==> src/rtl/bdi_mem_pkg.sv <==
// ============================================================================
// Module  : bdi_mem_pkg
// Purpose : Shared types and address helpers for the line fill engine.
//           - lfe_state_e : engine state encoding
//           - word_off_w  : number of word-index bits in a cacheline
//           - line_base   : zero the line-offset bits of a byte address
// Revision: 1.0 - initial release
// ============================================================================
`default_nettype none

package bdi_mem_pkg;

  typedef enum logic [2:0] {
    LFE_IDLE  = 3'd0,
    LFE_WRITE = 3'd1,
    LFE_REQ   = 3'd2,
    LFE_WAIT  = 3'd3,
    LFE_DONE  = 3'd4
  } lfe_state_e;

  // Widest address the helpers operate on; callers truncate to their width.
  localparam int LFE_MAX_ADDR_W = 64;

  function automatic int word_off_w(input int line_words);
    return $clog2(line_words);
  endfunction

  // off_w is the total line-offset width (word index bits + byte bits).
  function automatic logic [LFE_MAX_ADDR_W-1:0] line_base(
    input logic [LFE_MAX_ADDR_W-1:0] addr,
    input int                        off_w
  );
    return addr & ~((64'd1 << off_w) - 64'd1);
  endfunction

endpackage

`default_nettype wire

==> src/rtl/line_assembler.sv <==
// ============================================================================
// Module  : line_assembler
// Purpose : LINE_WORDS x WORD_W register file that collects a cacheline one
//           word at a time and presents it as a single packed vector.
// Ports   : clk, rst     - clock / async active-high reset
//           clear        - zero every word (start of a new fill)
//           wr_en        - write wr_data into word wr_idx
//           wr_idx       - word index to write
//           wr_data      - word data
//           line         - packed line, word i at [i*WORD_W +: WORD_W]
// Revision: 1.0 - initial release
// ============================================================================
`default_nettype none

module line_assembler
  import bdi_mem_pkg::*;
#(
  parameter int WORD_W     = 32,
  parameter int LINE_WORDS = 8,
  parameter int IDX_W      = word_off_w(LINE_WORDS)
) (
  input  logic                         clk,
  input  logic                         rst,
  input  logic                         clear,
  input  logic                         wr_en,
  input  logic [IDX_W-1:0]             wr_idx,
  input  logic [WORD_W-1:0]            wr_data,
  output logic [LINE_WORDS*WORD_W-1:0] line
);

  logic [WORD_W-1:0] words [LINE_WORDS];

  always_ff @(posedge clk or posedge rst) begin
    if (rst) begin
      for (int i = 0; i < LINE_WORDS; i++) words[i] <= '0;
    end else if (clear) begin
      // Words that never arrive (watchdog expiry) must read back as zero.
      for (int i = 0; i < LINE_WORDS; i++) words[i] <= '0;
    end else if (wr_en) begin
      words[wr_idx] <= wr_data;
    end
  end

  generate
    for (genvar g = 0; g < LINE_WORDS; g++) begin : g_pack
      assign line[g*WORD_W +: WORD_W] = words[g];
    end
  endgenerate

endmodule

`default_nettype wire

==> src/rtl/line_fill_engine.sv <==
// ============================================================================
// Module  : line_fill_engine
// Purpose : Memory-side engine between the cache controller and main memory.
//           Fetches a full cacheline word by word over the read handshake,
//           returns it in one transfer, and issues single-word write-through
//           stores. Writes win over a simultaneous fill.
// Config  : LFE_CRITICAL_WORD_FIRST_EN - when defined the fill starts at the
//           missing word and pulses fill_crit_valid when it arrives; when
//           undefined lines are fetched from word 0 and the crit outputs are 0.
// Ports   : fill_req_*  - line fill request (valid/ready, byte address)
//           wt_req_*    - write-through request (valid/ready, address, data)
//           fill_done/fill_err/fill_addr/fill_line - line return (1-cycle)
//           fill_crit_valid/fill_crit_data        - critical word early return
//           busy        - engine not idle
//           mem_*       - main memory read/write interface
// Revision: 1.0 - initial release
// ============================================================================
`default_nettype none

module line_fill_engine
  import bdi_mem_pkg::*;
#(
  parameter int ADDR_W     = 32,
  parameter int WORD_W     = 32,
  parameter int LINE_WORDS = 8,
  parameter int TIMEOUT    = 64
) (
  input  logic                         clk,
  input  logic                         rst,
  input  logic                         fill_req_valid,
  output logic                         fill_req_ready,
  input  logic [ADDR_W-1:0]            fill_req_addr,
  input  logic                         wt_req_valid,
  output logic                         wt_req_ready,
  input  logic [ADDR_W-1:0]            wt_req_addr,
  input  logic [WORD_W-1:0]            wt_req_data,
  output logic                         fill_done,
  output logic                         fill_err,
  output logic [ADDR_W-1:0]            fill_addr,
  output logic [LINE_WORDS*WORD_W-1:0] fill_line,
  output logic                         fill_crit_valid,
  output logic [WORD_W-1:0]            fill_crit_data,
  output logic                         busy,
  output logic [ADDR_W-1:0]            mem_addr,
  output logic                         mem_write_en,
  output logic [WORD_W-1:0]            mem_write_data,
  output logic                         mem_read_addr_valid,
  output logic                         mem_read_ready,
  input  logic                         mem_read_valid,
  input  logic [WORD_W-1:0]            mem_read_data
);

  localparam int IDX_W  = word_off_w(LINE_WORDS);
  localparam int BYTE_W = $clog2(WORD_W/8);
  localparam int OFF_W  = IDX_W + BYTE_W;
  localparam logic [ADDR_W-1:0] BASE_MASK =
    ADDR_W'(line_base({LFE_MAX_ADDR_W{1'b1}}, OFF_W));
  localparam logic [IDX_W-1:0] LAST_CNT = IDX_W'(LINE_WORDS-1);

  lfe_state_e state, state_nxt;

  logic [ADDR_W-1:0] base_q;    // line base of the current fill
  logic [ADDR_W-1:0] wt_addr_q;
  logic [WORD_W-1:0] wt_data_q;
  logic [IDX_W-1:0]  start_q;   // word fetched first
  logic [IDX_W-1:0]  cnt_q;     // words captured so far
  logic              err_q;

  logic              wt_acc, fill_acc, cap_en, wdog_expire;
  logic [IDX_W-1:0]  start_idx, cur_idx;
  logic [ADDR_W-1:0] rd_addr;

`ifdef LFE_CRITICAL_WORD_FIRST_EN
  assign start_idx = fill_req_addr[BYTE_W +: IDX_W];
`else
  assign start_idx = '0;
`endif

  // Index arithmetic wraps inside the line; base has its offset bits clear,
  // so OR-ing the word offset can never carry into tag/index bits.
  assign cur_idx = start_q + cnt_q;
  assign rd_addr = base_q | (ADDR_W'(cur_idx) << BYTE_W);

  // Watchdog: counts WAIT cycles of the current word, restarted by each REQ.
  generate
    if (TIMEOUT > 0) begin : g_wdog
      localparam int WD_W = $clog2(TIMEOUT+1);
      logic [WD_W-1:0] wd_q;
      always_ff @(posedge clk or posedge rst) begin
        if (rst)                    wd_q <= '0;
        else if (state == LFE_REQ)  wd_q <= '0;
        else if (state == LFE_WAIT) wd_q <= wd_q + WD_W'(1);
      end
      assign wdog_expire = (state == LFE_WAIT) && (wd_q == WD_W'(TIMEOUT-1));
    end else begin : g_no_wdog
      assign wdog_expire = 1'b0;
    end
  endgenerate

  always_comb begin
    state_nxt           = state;
    fill_req_ready      = 1'b0;
    wt_req_ready        = 1'b0;
    wt_acc              = 1'b0;
    fill_acc            = 1'b0;
    cap_en              = 1'b0;
    fill_done           = 1'b0;
    fill_err            = 1'b0;
    busy                = (state != LFE_IDLE);
    mem_addr            = '0;
    mem_write_en        = 1'b0;
    mem_write_data      = '0;
    mem_read_addr_valid = 1'b0;
    mem_read_ready      = 1'b0;
    case (state)
      LFE_IDLE: begin
        wt_req_ready   = 1'b1;
        fill_req_ready = !wt_req_valid;
        if (wt_req_valid) begin
          wt_acc    = 1'b1;
          state_nxt = LFE_WRITE;
        end else if (fill_req_valid) begin
          fill_acc  = 1'b1;
          state_nxt = LFE_REQ;
        end
      end
      LFE_WRITE: begin
        mem_write_en   = 1'b1;
        mem_addr       = wt_addr_q;
        mem_write_data = wt_data_q;
        state_nxt      = LFE_IDLE;
      end
      LFE_REQ: begin
        mem_read_addr_valid = 1'b1;
        mem_addr            = rd_addr;
        state_nxt           = LFE_WAIT;
      end
      LFE_WAIT: begin
        mem_read_ready = 1'b1;
        mem_addr       = rd_addr;
        // Data arriving on the expiry cycle still counts.
        if (mem_read_valid) begin
          cap_en    = 1'b1;
          state_nxt = (cnt_q == LAST_CNT) ? LFE_DONE : LFE_REQ;
        end else if (wdog_expire) begin
          state_nxt = LFE_DONE;
        end
      end
      LFE_DONE: begin
        fill_done = 1'b1;
        fill_err  = err_q;
        state_nxt = LFE_IDLE;
      end
      default: state_nxt = LFE_IDLE;
    endcase
  end

  always_ff @(posedge clk or posedge rst) begin
    if (rst) begin
      state     <= LFE_IDLE;
      base_q    <= '0;
      wt_addr_q <= '0;
      wt_data_q <= '0;
      start_q   <= '0;
      cnt_q     <= '0;
      err_q     <= 1'b0;
    end else begin
      state <= state_nxt;
      if (wt_acc) begin
        wt_addr_q <= wt_req_addr;
        wt_data_q <= wt_req_data;
      end
      if (fill_acc) begin
        base_q  <= fill_req_addr & BASE_MASK;
        start_q <= start_idx;
        cnt_q   <= '0;
        err_q   <= 1'b0;
      end
      if (cap_en) cnt_q <= cnt_q + IDX_W'(1);
      if ((state == LFE_WAIT) && !mem_read_valid && wdog_expire) err_q <= 1'b1;
    end
  end

  assign fill_addr = base_q;

`ifdef LFE_CRITICAL_WORD_FIRST_EN
  assign fill_crit_valid = cap_en && (cnt_q == '0);
  assign fill_crit_data  = fill_crit_valid ? mem_read_data : '0;
`else
  assign fill_crit_valid = 1'b0;
  assign fill_crit_data  = '0;
`endif

  line_assembler #(
    .WORD_W     (WORD_W),
    .LINE_WORDS (LINE_WORDS),
    .IDX_W      (IDX_W)
  ) u_asm (
    .clk     (clk),
    .rst     (rst),
    .clear   (fill_acc),
    .wr_en   (cap_en),
    .wr_idx  (cur_idx),
    .wr_data (mem_read_data),
    .line    (fill_line)
  );

endmodule

`default_nettype wire

==> config.mk <==
export PLATFORM = sky130hd
export DESIGN_NAME = line_fill_engine
export DESIGN_NICKNAME = d
export VERILOG_FILES = /design/src/rtl/bdi_mem_pkg.sv /design/src/rtl/line_assembler.sv /design/src/rtl/line_fill_engine.sv
export SDC_FILE = /design/constraint.sdc
export NUM_CORES = 1
export LEC_CHECK = 0
export CAP_MARGIN = 20
export CORE_AREA = 2 2 206 208
export DETAILED_ROUTE_END_ITERATION = 6
export DIE_AREA = 0 0 208 210
export HOLD_SLACK_MARGIN = 0.1
export PLACE_DENSITY = 0.8
export SYNTH_ARGS = -nofsm -noshare
export SYNTH_HDL_FRONTEND = slang
export SYNTH_SLANG_ARGS = --single-unit
==> constraint.sdc <==
create_clock -name clk -period 17.5 [get_ports clk]
set_input_delay 3.5 -clock clk [delete_from_list [all_inputs] [get_ports clk]]
set_output_delay 3.5 -clock clk [all_outputs]
set_load 0.02 [all_outputs]
### Word level (Yosys, flattened, before mapping)

Cells that the tools add are included.

* bits in registers: 361
* bits of input ports: 133
* output and inout bits: 393
* logic and storage cells: 75

* add/subtract/negate cells: 2
* order comparisons: 2
* eq/ne operators: 8
* multiplexer cells: 33
* bitwise logic cells: 2
* reductions and logical operators: 13

Operator list (count)
* $mux W256: 2
* $bwmux W256: 1
* $demux W32 S3: 1
* $mux W32: 2
* $pmux W32 S2: 1
* $or A32 B5 Y32: 1
* $mux W3: 7
* $mux W1: 16
* $mux W7: 2
* $pmux W3 S3: 1
* $add A7 B1 Y7 const B: 1
* $eq A7 B6 Y1 const B: 1
* $eq A3 B2 Y1 const B: 2
* $eq A3 B3 Y1 const B: 2
* $ne A3 B3 Y1 const B: 2
* $reduce_bool A2 Y1: 3
* $ge A4 B4 Y1 const B: 1
* $logic_and A1 B1 Y1: 4
* $lt A4 B1 Y1 const B: 1
* $not A3 Y4: 1
* $add A3 B1 Y3 const B: 1
* $eq A3 B1 Y1 const B: 1
* $logic_not A3 Y1: 1
* $reduce_bool A3 Y1: 1
* other kinds (3): 4

### Longest topological paths before layout

Gate-level depths: netlist (run 1).

* word-level depth: 8
* depth in mapped cells: 8

### By module

A second synthesis (run 1) with hierarchy kept.

* cell total of the unflattened synthesis: 1297
* area total of the unflattened synthesis: 16350.7 um^2

Modules (own cells, without submodules)
* line_assembler: instances 1, cells each 906, area each 11294.6 um^2, seq. area each 6406.1 um^2
* line_fill_engine: instances 1, cells each 391, area each 5056.1 um^2, seq. area each 2627.5 um^2

### Worst setup path before layout (run 1)

No wires, ideal clock.

* kind: input-to-output
* from: input wt_req_valid
* to: output fill_req_ready
* arrival time: 3.793 ns
* data required time: 14.000 ns
* slack: 10.207 ns
* stages on the path: 1
* buffers on the path: 0
* cells stage by stage: nor2_1

* word-level cells in the longest chain between the ends: 2

RTL lines
* start: declaration: line line_fill_engine.sv:33 `input logic wt_req_valid,`
* $logic_not A1 Y1: line line_fill_engine.sv:118 `fill_req_ready = !wt_req_valid;`
* $mux W1: line line_fill_engine.sv:115 `case (state)`
* end: declaration: line line_fill_engine.sv:31 `output logic fill_req_ready,`

No other way between the ends.

### Worst setup path after layout (run 1)

Same ends and word-level chain as after synthesis.

==> flow_summary.ini, run 1 <==
[outcome]
status = finished clean

[cells_and_area]
finish.instance_area_sq_um = 22390
multi_input_logic_area_sq_um = 6157
layout.area.seq_sq_um = 9034
drive_above_1_share_pct = 10.57
finish.utilization_pct = 53.99
fillers = 3453
final_cell_count_no_fill = 2285
final_net_count = 1846
syn2layout_area_growth_pct = 39.13

[timing]
max_slew.worst_pin.slew_ns = 1.245
setup_tns_ns = 0
max_transition_viols_final = 0
finalSetupViolations = 0
final.min_clock_period_ns = 8.430
number_of_failing_hold_endpoints_at_the_final_stage = 0
max_clock_freq_ghz = 0.1186
grt_setup_unrepaired = false
final_min_period_over_clock_period_pct = 48.17
worst_clock_skew_ns = 0.01655
slew_headroom_pct = 16.98

[power_and_ir_drop]
total_power_w = 0.003859
pwr_density_cell_nw_per_um2 = 172.3
power.ir.vdd_worst_mv = 0.1147
power_leakage_nw = 11.31

[setup_path]
critPathArrivalTime_ns = 4.93
crit_path_start = wt_req_valid
crit_path_max_fanout = 3
worstPathRequired_ns = 14.00
critical_path_class = in2out
setup.worst_path.start_class = input pin
cp_cell_sequence = clkdlybuf4s50_1, nor2_1, clkdlybuf4s50_1
crit_top_cell = clkdlybuf4s50_1
critical_path.slowest_cell = clkdlybuf4s50_1
regToRegStartpoint = state[0]
critPathCaptureType = output pin
cpPeakStageDelay_ns = 0.63
reg2reg_setup_slack_ns = 14.29

[logic_synthesis]
synth_top_flop_cell = dfrtp_1
postSynthRegisterBits = 361
synth.largest_area_cell = dfrtp_1
netlist_top_cells_count = dfrtp_1 (361), o21ai_0 (258), mux2i_1 (256)
yosys.cell_count.top_type = dfrtp_1
netlist_top_cells_area = dfrtp_1 (56%), mux2i_1 (16%), o21ai_0 (8.0%)
synth.lib_cells_used.distinct = 40
ys_seq_area_share_pct = 56.13
netlist_area_sq_um = 16100
synth-edff-count = 0
synth.yosys.warnings = 0
syn-instance-count = 1281
ys_async_sr_fraction_pct = 100.0
synth_top_area_share_pct = 56.13
avgSynthCellArea_sq_um = 12.56

[place]
hpwlAfterDp_um = 33440
place.gp.congestion = 0.8080
instance_area_after_placement_sq_um = 20930
io_buffers = 482
place_inst = 2203

[global_route]
grt_pass1_vias = 12380
grtUsageTotal_pct = 22.33
grt_antenna_before_repair = 6
first_pass_grt_wire_length_um = 75680
grt_max_degree = 158
grt.overflow.total = 0

[clocking]
cts_tree = built
hold_buffers = 0
count_of_buffers_added_by_post_cts_timing_repair_for_setup = 0
clk_latency_ns = 0.55
clockBufferDepth = 3
clk_root_buffer_cell = clkbuf_16
ctsHtreeMaxLevel = 2
cts_num_sinks = 361
cts_made_buffers = 41
cts.clk_slew.worst_paths_ns = 0.06
cts_resized = 0

[detailed_routing]
post_drt_via_cell_ratio = 5.243
dr.first_iter.drc_count = 900
firstDrtPassIters = 5
drt-wirelength-per-cell_um = 22.00
routed_wirelength_um = 50280
vias = 11980
drc = 0
detail-route-antenna-nets = 0

[floorplanning]
die_w_um = 208
floorplan.die.height_um = 210
die-area_sq_um = 43680
initial_core_util_pct = 38.81
ios = 526
placementRows = 75
design.core.area_sq_um = 41480

[worst_hold_path]
path_class_of_the_lowest_slack_min_delay_path = reg2reg
min_from = wt_data_q[3]

[job]
drv_cap = 0
## critical path: cells and delay by family
kind / cells / cell delay (ns)
AND/OR/NAND/NOR: 1 / 0.18
buffers and inverters: 2 / 1.25
## final cells by class
| cell class | count | share of cell area, % |
|---|---|---|
| tap | 539 | 3.012 |
| multi-input combinational | 773 | 27.49 |
| inverter | 36 | 0.6593 |
| clock buffer | 66 | 5.637 |
| antenna | 6 | 0.06705 |
| clock inverter | 7 | 0.5084 |
| timing repair buffer | 497 | 22.28 |
| sequential | 361 | 40.34 |
## metal layers
| layer | wire, um | global-route usage (%) |
|---|---|---|
| met1 | 19690 | 26.65 |
| met2 | 24510 | 36.92 |
| met3 | 4320 | 7.613 |
| met4 | 1767 | 9.489 |
| met5 | 0 | 0 |
## report_power, final
group          internal (W)  switching, W  total, W
clock network      0.000536      0.000342  0.000878
logic              0.000787      0.000893   0.00168
registers           0.00112      0.000183   0.00130
## layout by cell type (no fill, tap or decap), types with 4 or more instances in the layout
cell type / n
clkdlybuf4s50_1: 482
dfrtp_1: 361
o21ai_0: 258
mux2i_1: 256
mux2_2: 74
clkbuf_16: 43
conb_1: 38
a22o_1: 36
and2_1: 35
inv_1: 34
mux2_4: 20
clkbuf_1: 13
buf_4: 12
clkbuf_8: 10
diode_2: 6
nor3b_1: 5
nand2b_1: 5
nand2_1: 5
nor2_1: 4
## path summary, 6_finish.rpt
| check | to | cells past startpoint |
|---|---|---|
| setup / recovery | fill_req_ready | 3 |
| hold / removal | wt_data_q[3] | 1 |
| setup reg to reg | u_asm.line[43] | 5 |
| hold reg to reg | wt_data_q[3] | 1 |
| max in group asynchronous | wt_addr_q[22] | 3 |
| min in group asynchronous | u_asm.line[160] | 2 |
## kinds of logic after synthesis
logic type | synth area share (%)
buffers and inverters | 6.584
muxes | 22.96
adders and majority gates | 0.2332
AOI/OAI and AO/OA | 10.49
DFF | 56.13
and+or+nand+nor | 3.576
other | 0.02330
## flip-flops by register name, indices dropped and copies added, names as in the netlist
name and cells:
err_q 1, fill_addr 27, g_wdog.wd_q 7, wt_addr_q 32, cnt_q 3, state 3, wt_data_q 32, u_asm.line 256
## through the flow
stage	hold WS, ns	setup WS [ns]
global route	0.5140	9.027
finish	0.4960	9.070
global placement	0.4802	9.056
detailed placement	0.4871	9.063
floorplan	0.4679	3.981
CTS	0.4989	9.066
(Power assumes the default switching activity.)
==> inputs of run 2 (changes only) <==
- CORE_AREA: 2 2 206 208 -> 2 2 205 207
- DIE_AREA: 0 0 208 210 -> 0 0 207 209
- PLACE_DENSITY: 0.8 -> 0.84
- clock period: 17.5 -> 7.1 ns (I/O delays scaled with it)
==> run 2 against run 1 <==
- utilization is 0.15 points lower
- via count is 0.45% higher
- first-iteration DRC count is 2.8% higher
- hold slack better by 0.0045 ns
- global-route usage is 0.21 points higher
- power is 140% higher
- non-clock buffer count is 3 lower
- cell area is 0.73% lower
- final cell count is 0.26% lower
- die area is 0.95% lower
- clock-buffer cell count is 11 lower
- critical path type is now reg2out
==> flow_summary.ini, run 2 (synthesized netlist as in run 1, its figures left out) <==
[cells_and_area]
drive_above_1_share_pct = 10.62
number_of_flip_flops_in_the_largest_register = 256
final_net_count = 1841
layout.cells.most_common_list = clkdlybuf4s50_1 (482), dfrtp_1 (361), o21ai_0 (258)
syn2layout_area_growth_pct = 38.11
most_common_cell_after_layout_fill_and_taps_aside = clkdlybuf4s50_1
fillers = 3424

[detailed_routing]
post_drt_via_cell_ratio = 5.281
detail-route-antenna-nets = 0
drt-wirelength-per-cell_um = 22.11
routed_wirelength_um = 50400
dr.first_iter.drc_count = 925
vias = 12040
firstDrtPassIters = 5
drc = 0

[setup_path]
critical_path.top_delay_family = buffers and inverters
crit_path_start = state[0]
timing.critical_path.buf_inv = 2
crit_path_max_fanout = 65
critical_path_class = reg2out
cpPeakStageDelay_ns = 0.68
setup.worst_path.start_class = flop
critical_path.slowest_cell = dfrtp_1
critPathArrivalTime_ns = 2.91
cp_cell_sequence = nor3b_2, buf_4, a22o_1, clkdlybuf4s50_1
worstPathRequired_ns = 5.68
critPathCaptureType = output pin
regToRegStartpoint = state[0]

[timing]
worst_clock_skew_ns = 0.02484
final_min_period_over_clock_period_pct = 60.97
slew_headroom_pct = 23.18
grt_setup_unrepaired = false
setup_ws_ns = 2.771
max_slew.worst_pin.slew_ns = 1.152
max_transition_viols_final = 0
final.min_clock_period_ns = 4.329
max_clock_freq_ghz = 0.2310
finalSetupViolations = 0
setup_tns_ns = 0
number_of_failing_hold_endpoints_at_the_final_stage = 0

[global_route]
grt.overflow.total = 0
grt_max_degree = 177
grtUsageTotal_pct = 22.55
grt_pass1_vias = 12510
grt_antenna_before_repair = 10
first_pass_grt_wire_length_um = 75880

[clocking]
cts_made_buffers = 39
hold_buffers = 0
clk_latency_ns = 0.56
clk_root_buffer_cell = clkbuf_16
cts.clk_slew.worst_paths_ns = 0.06
cts_num_sinks = 361
count_of_buffers_added_by_post_cts_timing_repair_for_setup = 0
cts_tree = built
cts_resized = 0
clockBufferDepth = 3
ctsHtreeMaxLevel = 2

[place]
detailedPlace.worstSlack_ns = 2.760
io_buffers = 482
hpwlAfterDp_um = 33470
place.gp.congestion = 0.8295

[outcome]
status = finished clean

[worst_hold_path]
min_from = wt_data_q[15]
path_class_of_the_lowest_slack_min_delay_path = reg2reg

[power_and_ir_drop]
pwr_density_cell_nw_per_um2 = 421.9
power_leakage_nw = 11.24
power.ir.vdd_worst_mv = 0.2706

[floorplanning]
floorplan.die.height_um = 209
ios = 526
die_w_um = 207
initial_core_util_pct = 38.98
die-area_sq_um = 43260
design.core.area_sq_um = 41290
placementRows = 75

[job]
drv_cap = 0
==> run 2: area by class of cell <==
class / instances / area (sq um) / share of cell area [%]
clock inverter: 14 / 116.4 / 0.5234
sequential: 361 / 9034 / 40.64
clock buffer: 55 / 1147 / 5.161
timing repair buffer: 494 / 4940 / 22.22
inverter: 36 / 143.9 / 0.6473
tap: 539 / 674.4 / 3.034
antenna: 7 / 17.52 / 0.07880
multi-input combinational: 773 / 6157 / 27.70
==> run 2: routing by layer <==
| metal | part of all wire, % | GRT usage (%) |
|---|---|---|
| met5 | 0 | 0 |
| met1 | 39 | 26.94 |
| met3 | 8.7 | 7.124 |
| met4 | 3.2 | 9.089 |
| met2 | 49 | 37.83 |
==> run 2: path summary, 6_finish.rpt <==
kind | endpoint | slack, ns | cells past startpoint
worst max-delay path | mem_addr[30] | 2.77 | 4
worst min-delay path | wt_data_q[15] | 0.50 | 1
worst max register to register | u_asm.line[118] | 4.08 | 3
worst min register to register | wt_data_q[15] | 0.50 | 1
max in group asynchronous | u_asm.line[25] | 4.34 | 3
min in group asynchronous | u_asm.line[63] | 1.34 | 2
==> run 2: power by group <==
group / total [W] / internal [W] / switching [W]
logic: 0.00415 / 0.00194 / 0.00221
registers: 0.00322 / 0.00276 / 0.000466
clock network: 0.00201 / 0.00117 / 0.000842
==> run 2: per-stage QoR <==
| step | cells | util [%] | power [W] | hold WS [ns] | area [sq um] |
|---|---|---|---|---|---|
| after global routing | 2279 | 53.84 | 0.009805 | 0.5171 | 22230 |
| after detailed placement | 2203 | 50.74 | 0.007385 | 0.4917 | 20950 |
| after global placement | 2203 | 50.74 | 0.007258 | 0.4828 | 20950 |
| after floorplan | 1318 | - | 0.005463 | 0.4679 | 16240 |
| after CTS | 2272 | 53.80 | 0.009441 | 0.5038 | 22210 |
| final | 2279 | 53.84 | 0.009379 | 0.5005 | 22230 |
